### src/rtl/apb4_mem_slave.sv
// apb4_mem_slave: APB4 completer backed by a register-array memory.
//
// A transfer is recognised in IDLE on its setup phase (PSEL=1, PENABLE=0);
// address, direction, write data and strobes are captured together with an
// error flag. The block then sits in ACCESS for WAIT_STATES cycles with
// PREADY low, and completes in the following cycle. Any change of the
// control signals during ACCESS aborts the transfer.
//
// Ports:
//   PCLK       clock, rising edge
//   PRESET     synchronous active-high reset
//   PSEL       slave select
//   PENABLE    access-phase indicator
//   PWRITE     1 = write, 0 = read
//   PADDR      byte address
//   PWDATA     write data
//   PSTRB      write byte strobes
//   PRDATA     read data, non-zero only in an error-free read completion
//   PREADY     transfer completion
//   PSLVERR    transfer error, only together with PREADY
//   err_count  saturating count of errored or aborted transfers
module apb4_mem_slave #(
    parameter int unsigned DATA_WIDTH  = 32,
    parameter int unsigned ADDR_WIDTH  = 32,
    parameter int unsigned DEPTH       = 64,
    parameter int unsigned WAIT_STATES = 0   // 0..15, the wait counter is 4 bits
) (
    input  logic                    PCLK,
    input  logic                    PRESET,
    input  logic                    PSEL,
    input  logic                    PENABLE,
    input  logic                    PWRITE,
    input  logic [ADDR_WIDTH-1:0]   PADDR,
    input  logic [DATA_WIDTH-1:0]   PWDATA,
    input  logic [DATA_WIDTH/8-1:0] PSTRB,
    output logic [DATA_WIDTH-1:0]   PRDATA,
    output logic                    PREADY,
    output logic                    PSLVERR,
    output logic [7:0]              err_count
);

    localparam int unsigned NBYTES = DATA_WIDTH / 8;
    localparam int unsigned BL     = $clog2(NBYTES);
    localparam int unsigned IW     = $clog2(DEPTH);
    localparam logic [3:0]  WAIT_LAST = 4'(WAIT_STATES);
    // Low address bits that must be zero for a word-aligned access.
    localparam logic [ADDR_WIDTH-1:0] ALIGN_MASK = ADDR_WIDTH'((64'd1 << BL) - 64'd1);

    typedef enum logic [0:0] {
        IDLE   = 1'b0,
        ACCESS = 1'b1
    } state_t;

    state_t                  state_r;
    logic [3:0]              cnt_r;
    logic [ADDR_WIDTH-1:0]   addr_r;
    logic                    write_r;
    logic [DATA_WIDTH-1:0]   wdata_r;
    logic [NBYTES-1:0]       strb_r;
    logic                    err_flag_r;
    logic [7:0]              err_count_r;
    logic [DATA_WIDTH-1:0]   mem_r [DEPTH];

    logic                    setup_s;
    logic                    setup_err_s;
    logic                    match_s;
    logic                    pready_s;
    logic                    violation_s;
    logic [IW-1:0]           idx_s;

    // Saturating increment of the 8-bit error counter.
    function automatic logic [7:0] sat_inc(input logic [7:0] value);
        if (value == 8'hFF) begin
            return value;
        end else begin
            return value + 8'd1;
        end
    endfunction

    assign setup_s = PSEL && !PENABLE;
    assign idx_s   = addr_r[BL +: IW];

    // Any address bit above the memory window set means out of range.
    assign setup_err_s = ((PADDR >> (BL + IW)) != {ADDR_WIDTH{1'b0}})
                      || ((PADDR & ALIGN_MASK) != {ADDR_WIDTH{1'b0}})
                      || (!PWRITE && (PSTRB != {NBYTES{1'b0}}));

    // Access-phase checks: completion when stable and the wait count is used up.
    always_comb begin
        match_s     = PSEL && PENABLE && (PADDR == addr_r)
                   && (PWRITE == write_r) && (PSTRB == strb_r);
        pready_s    = 1'b0;
        violation_s = 1'b0;
        if (state_r == ACCESS) begin
            if (!match_s) begin
                violation_s = 1'b1;
            end else if (cnt_r == WAIT_LAST) begin
                pready_s = 1'b1;
            end else begin
                pready_s = 1'b0;
            end
        end else begin
            violation_s = 1'b0;
        end
    end

    assign PREADY    = pready_s;
    assign PSLVERR   = pready_s && err_flag_r;
    assign PRDATA    = (pready_s && !err_flag_r && !write_r) ? mem_r[idx_s]
                                                             : {DATA_WIDTH{1'b0}};
    assign err_count = err_count_r;

    // Transfer state machine, captured setup phase, memory and error counter.
    always_ff @(posedge PCLK) begin
        if (PRESET) begin
            state_r     <= IDLE;
            cnt_r       <= 4'd0;
            addr_r      <= {ADDR_WIDTH{1'b0}};
            write_r     <= 1'b0;
            wdata_r     <= {DATA_WIDTH{1'b0}};
            strb_r      <= {NBYTES{1'b0}};
            err_flag_r  <= 1'b0;
            err_count_r <= 8'd0;
            for (int i = 0; i < DEPTH; i++) begin
                mem_r[i] <= {DATA_WIDTH{1'b0}};
            end
        end else begin
            case (state_r)
                IDLE: begin
                    // PSEL with PENABLE already high is not a setup phase.
                    if (setup_s) begin
                        addr_r     <= PADDR;
                        write_r    <= PWRITE;
                        wdata_r    <= PWDATA;
                        strb_r     <= PSTRB;
                        err_flag_r <= setup_err_s;
                        cnt_r      <= 4'd0;
                        state_r    <= ACCESS;
                    end else begin
                        state_r    <= IDLE;
                    end
                end
                ACCESS: begin
                    if (violation_s) begin
                        // Aborted: no memory update, counted as an error.
                        state_r     <= IDLE;
                        err_count_r <= sat_inc(err_count_r);
                    end else if (pready_s) begin
                        state_r <= IDLE;
                        if (err_flag_r) begin
                            err_count_r <= sat_inc(err_count_r);
                        end else if (write_r) begin
                            for (int i = 0; i < NBYTES; i++) begin
                                if (strb_r[i]) begin
                                    mem_r[idx_s][8*i +: 8] <= wdata_r[8*i +: 8];
                                end else begin
                                    mem_r[idx_s][8*i +: 8] <= mem_r[idx_s][8*i +: 8];
                                end
                            end
                        end else begin
                            err_count_r <= err_count_r;
                        end
                    end else begin
                        cnt_r <= cnt_r + 4'd1;
                    end
                end
                default: begin
                    state_r <= IDLE;
                end
            endcase
        end
    end

endmodule

### config.mk
export PLATFORM = sky130hd
export DESIGN_NAME = apb4_mem_slave
export DESIGN_NICKNAME = d
export VERILOG_FILES = /design/src/rtl/apb4_mem_slave.sv
export SDC_FILE = /design/constraint.sdc
export NUM_CORES = 2
export LEC_CHECK = 0
export CAP_MARGIN = 40
export CORE_MARGIN = 1
export CORE_UTILIZATION = 45
export DETAILED_ROUTE_END_ITERATION = 12
export GPL_TIMING_DRIVEN = 0
export SKIP_LAST_GASP = 1
export SLEW_MARGIN = 10
export SYNTH_ARGS = -nofsm -noshare
export SYNTH_HDL_FRONTEND = slang
export SYNTH_SLANG_ARGS = --single-unit
### constraint.sdc
create_clock -name PCLK -period 7.3 [get_ports PCLK]
set_clock_uncertainty 0.2 [all_clocks]
set_input_delay 1.46 -clock PCLK [delete_from_list [all_inputs] [get_ports PCLK]]
set_output_delay 1.46 -clock PCLK [all_outputs]
set_load 0.05 [all_outputs]
==> impl_metrics.json <==
{
  "grt-ovfl-total": 0,
  "r2r_setup_slack_ps": 1230,
  "worstSetupPathType": "reg2out",
  "grt_max_degree": 17,
  "post-dp-hpwl_um": 341000,
  "setup_slack_ps": -333,
  "cap_viol_max_count": 0,
  "initial_utilization_pct": 45.4,
  "postRouteAntennaNets": 0,
  "synth_edf_count": 2048,
  "finalNetCount": 7514,
  "layout.cells.non_filler": 10500,
  "min_delay_path_depth": 2,
  "fillCellCount": 18100,
  "relSlewSlack_pct": 28.1,
  "synth_nets": 6909,
  "fin_crit_sh_pct": 105,
  "grt_pass1_vias": 68000,
  "period_needed_ps": 7630,
  "reg2reg_to": "mem_r[6][14]",
  "hp-start": "addr_r[16]",
  "rows": 170,
  "track_usage_pct": 40.2,
  "yosysSeqAreaShare_pct": 64.7,
  "synth.distinct_cells": 54,
  "boundaryPins": 115,
  "power_leakage_nw": 36.5,
  "grt_pass1_wl_um": 585000,
  "max_freq_mhz": 131,
  "violations": "setup timing",
  "dr.pass1.iters": 9,
  "cts_tree": "done",
  "synth_ff_type": "edfxtp_1",
  "pwr-share-seq_pct": 50.7,
  "cts_sinks": 2137,
  "irDropWorstVdd_uv": 288,
  "hold_end": "addr_r[16]",
  "maxSlewViolCount": 0,
  "antenna_found_initial": 55,
  "place_inst": 10000,
  "die_area_um2": 219000,
  "drive_above_1_share_pct": 19.9,
  "wl_per_cell_um": 42.1,
  "place.gp.congestion": 1.07,
  "comb_power_share_pct": 8.5,
  "synth_top_area_share_pct": 62.9,
  "setup_viol_count_final": 11,
  "routed_via_density": 6.90,
  "syn_inst": 6833,
  "cpMaxStageDelayCell": "clkdlybuf4s50_1",
  "syn_area_um2": 97700,
  "start_kind": "flop",
  "slowest_delay_ps": 820,
  "syn_avg_cell_area_um2": 14.3,
  "yosysMostFrequentCell": "edfxtp_1",
  "portBuffers": 113,
  "clock_latency_ps": 910,
  "yosys.area.top_type": "edfxtp_1",
  "clk_pin_slew_ps": 60,
  "setup_tns_ps": -1070,
  "syn_to_final_growth_pct": 16.3,
  "cts_resized": 50,
  "synth_seq_cells": 2137,
  "crit_path_end_kind": "output port",
  "cp_common_cell": "clkbuf_1",
  "ys_warn_count": 0,
  "die_h_um": 468,
  "p_int_w": 0.0208,
  "die_x_um": 468,
  "cts_buffers": 224,
  "worstMarginPinSlew_ps": 1080,
  "r2r_cells": 13,
  "cts-root-buf": "clkbuf_16",
  "first_iter_violations": 12500,
  "clock_path_buffers": 3,
  "p_clk_share_pct": 40.8,
  "worstPathMaxFanout": 9,
  "net-switching-power_w": 0.00687,
  "utilization_pct": 52.8,
  "post-cts-setup-buffers": 0,
  "worstPathRequired_ps": 5640,
  "cts_hold_buf": 0,
  "swShare_pct": 24.9,
  "powerDensity_nw_per_um2": 243,
  "timing_hold_violations_final": 0,
  "hold_path_class": "reg2reg",
  "critPathArrivalTime_ps": 5970,
  "totalWireLength_um": 442000,
  "path_cells": "clkbuf_1 > buf_6 > nor2b_1 > clkbuf_1 > clkbuf_1 > buf_8 > clkbuf_1 > buf_8 > a221oi_1 > buf_2 > o22ai_1 > nor2_1 > nor2_1 > clkdlybuf4s50_1",
  "routed-via-count": 72500,
  "htree_levels": 4,
  "ys_top_cells_by_count": "2048 x edfxtp_1, 1629 x nor3_1, 608 x a21oi_1",
  "synth_area_leaders": "edfxtp_1 63%, mux4_2 12%, nor3_1 8.3%",
  "rsz0062_at_grt": "true",
  "drc": 0,
  "synth-async-reset-ratio_pct": 0,
  "outcome": "complete, but fails checks",
  "core-area_um2": 215000
}
state kept, by name, summed over array words and instances, names as in the netlist, named ones only:
signal / flops
wdata_r: 32
mem_r: 2048
state_r: 1
write_r: 1
err_count: 8
err_flag_r: 1
cnt_r: 4
addr_r: 32
strb_r: 4
power groups by stage:
stage	combinational [W]	sequential [W]	clock, W
5_1_grt	0.00234	0.0140	0.0116
4_1_cts	0.00223	0.0140	0.0112
3_5_place_dp	0.00221	0.0143	0
3_3_place_gp	0.00209	0.0142	0
2_1_floorplan	0.00111	0.0142	0
6_report	0.00236	0.0140	0.0113
critical path: cells and delay by family, from the launching register on:
family	cells	cell delay [ps]
DFF	1	320
AOI/OAI and AO/OA	2	920
and+or+nand+nor	3	560
buffers and inverters	9	3200
cells by family (layout without fill, tap and decap cells):
| logic type | count (synthesis) | after routing | synth area share, % |
|---|---|---|---|
| AND/OR/NAND/NOR | 2312 | 2312 | 12.5 |
| flip-flops | 2137 | 2137 | 64.7 |
| buffers and inverters | 873 | 1663 | 4.43 |
| AO/OA/AOI/OAI | 824 | 824 | 4.77 |
| multiplexers | 647 | 647 | 13.2 |
| XOR/XNOR | 37 | 37 | 0.332 |
| adder cells (fa/ha/maj) | 3 | 3 | 0.0384 |
| other | 0 | 41 | 0 |
worst max path at each step:
stage	to	slack (ps)	cells past startpoint
after global placement	mem_r[12][22]	-1640	9
after global routing	PRDATA[30]	-80	14
final	PRDATA[30]	-330	14
after CTS	PRDATA[6]	-110	13
after floorplan	PRDATA[14]	2000	7
after detailed placement	PRDATA[5]	-590	10
per-stage QoR:
stage          setup slack [ps]  power, W  hold WS (ps)  instance area [um2]
2_1_floorplan              2000    0.0153           235                97700
3_3_place_gp              -1640    0.0163           244               102000
3_5_place_dp               -587    0.0165           263               106000
4_1_cts                    -113    0.0274           271               113000
5_1_grt                   -80.3    0.0280           288               114000
6_report                   -333    0.0277           271               114000
routing by layer:
metal / wire length (um) / track usage [%] / up-vias
li1: - / - / 28100
met1: 150000 / 49.7 / 36600
met2: 185000 / 56.7 / 6328
met3: 68900 / 17.4 / 1369
met4: 38000 / 27.9 / 26
met5: 224 / 0 / -
layout by cell type (no fill, tap or decap), types with 9 or more instances in the layout:
cell type,n
a21oi_4,15
nand2b_1,287
clkbuf_2,22
buf_1,20
clkdlybuf4s50_1,101
xnor2_1,34
nand4_2,10
nor4_4,22
clkbuf_1,563
nor4_1,14
buf_4,33
mux4_2,510
nor2_1,73
clkinv_2,43
o22ai_1,43
clkinv_1,55
buf_6,225
edfxtp_1,2048
a21oi_2,11
diode_2,41
nand4_1,64
nor3_1,1626
mux2i_1,134
buf_16,23
a22oi_1,100
dfxtp_1,89
a22o_1,21
nand2_1,158
buf_8,94
or3_1,13
a21oi_1,582
bufinv_16,13
nor2b_1,9
buf_2,190
a221oi_1,12
clkbuf_16,229
cell type report:
| type | instances | area, um2 | share of cell area (%) |
|---|---|---|---|
| flip-flops and latches | 2137 | 63300 | 55.7 |
| plain buffers | 858 | 4360 | 3.84 |
| inverters | 14 | 52.6 | 0.0462 |
| clock buffers | 284 | 5970 | 5.25 |
| diodes | 41 | 103 | 0.0903 |
| clock inverters | 127 | 1000 | 0.882 |
| multi-input cells | 3823 | 30600 | 26.9 |
| well taps | 2838 | 3550 | 3.12 |
| repair buffers | 380 | 4740 | 4.17 |
No activity file was read; power rests on OpenSTA's default activity.
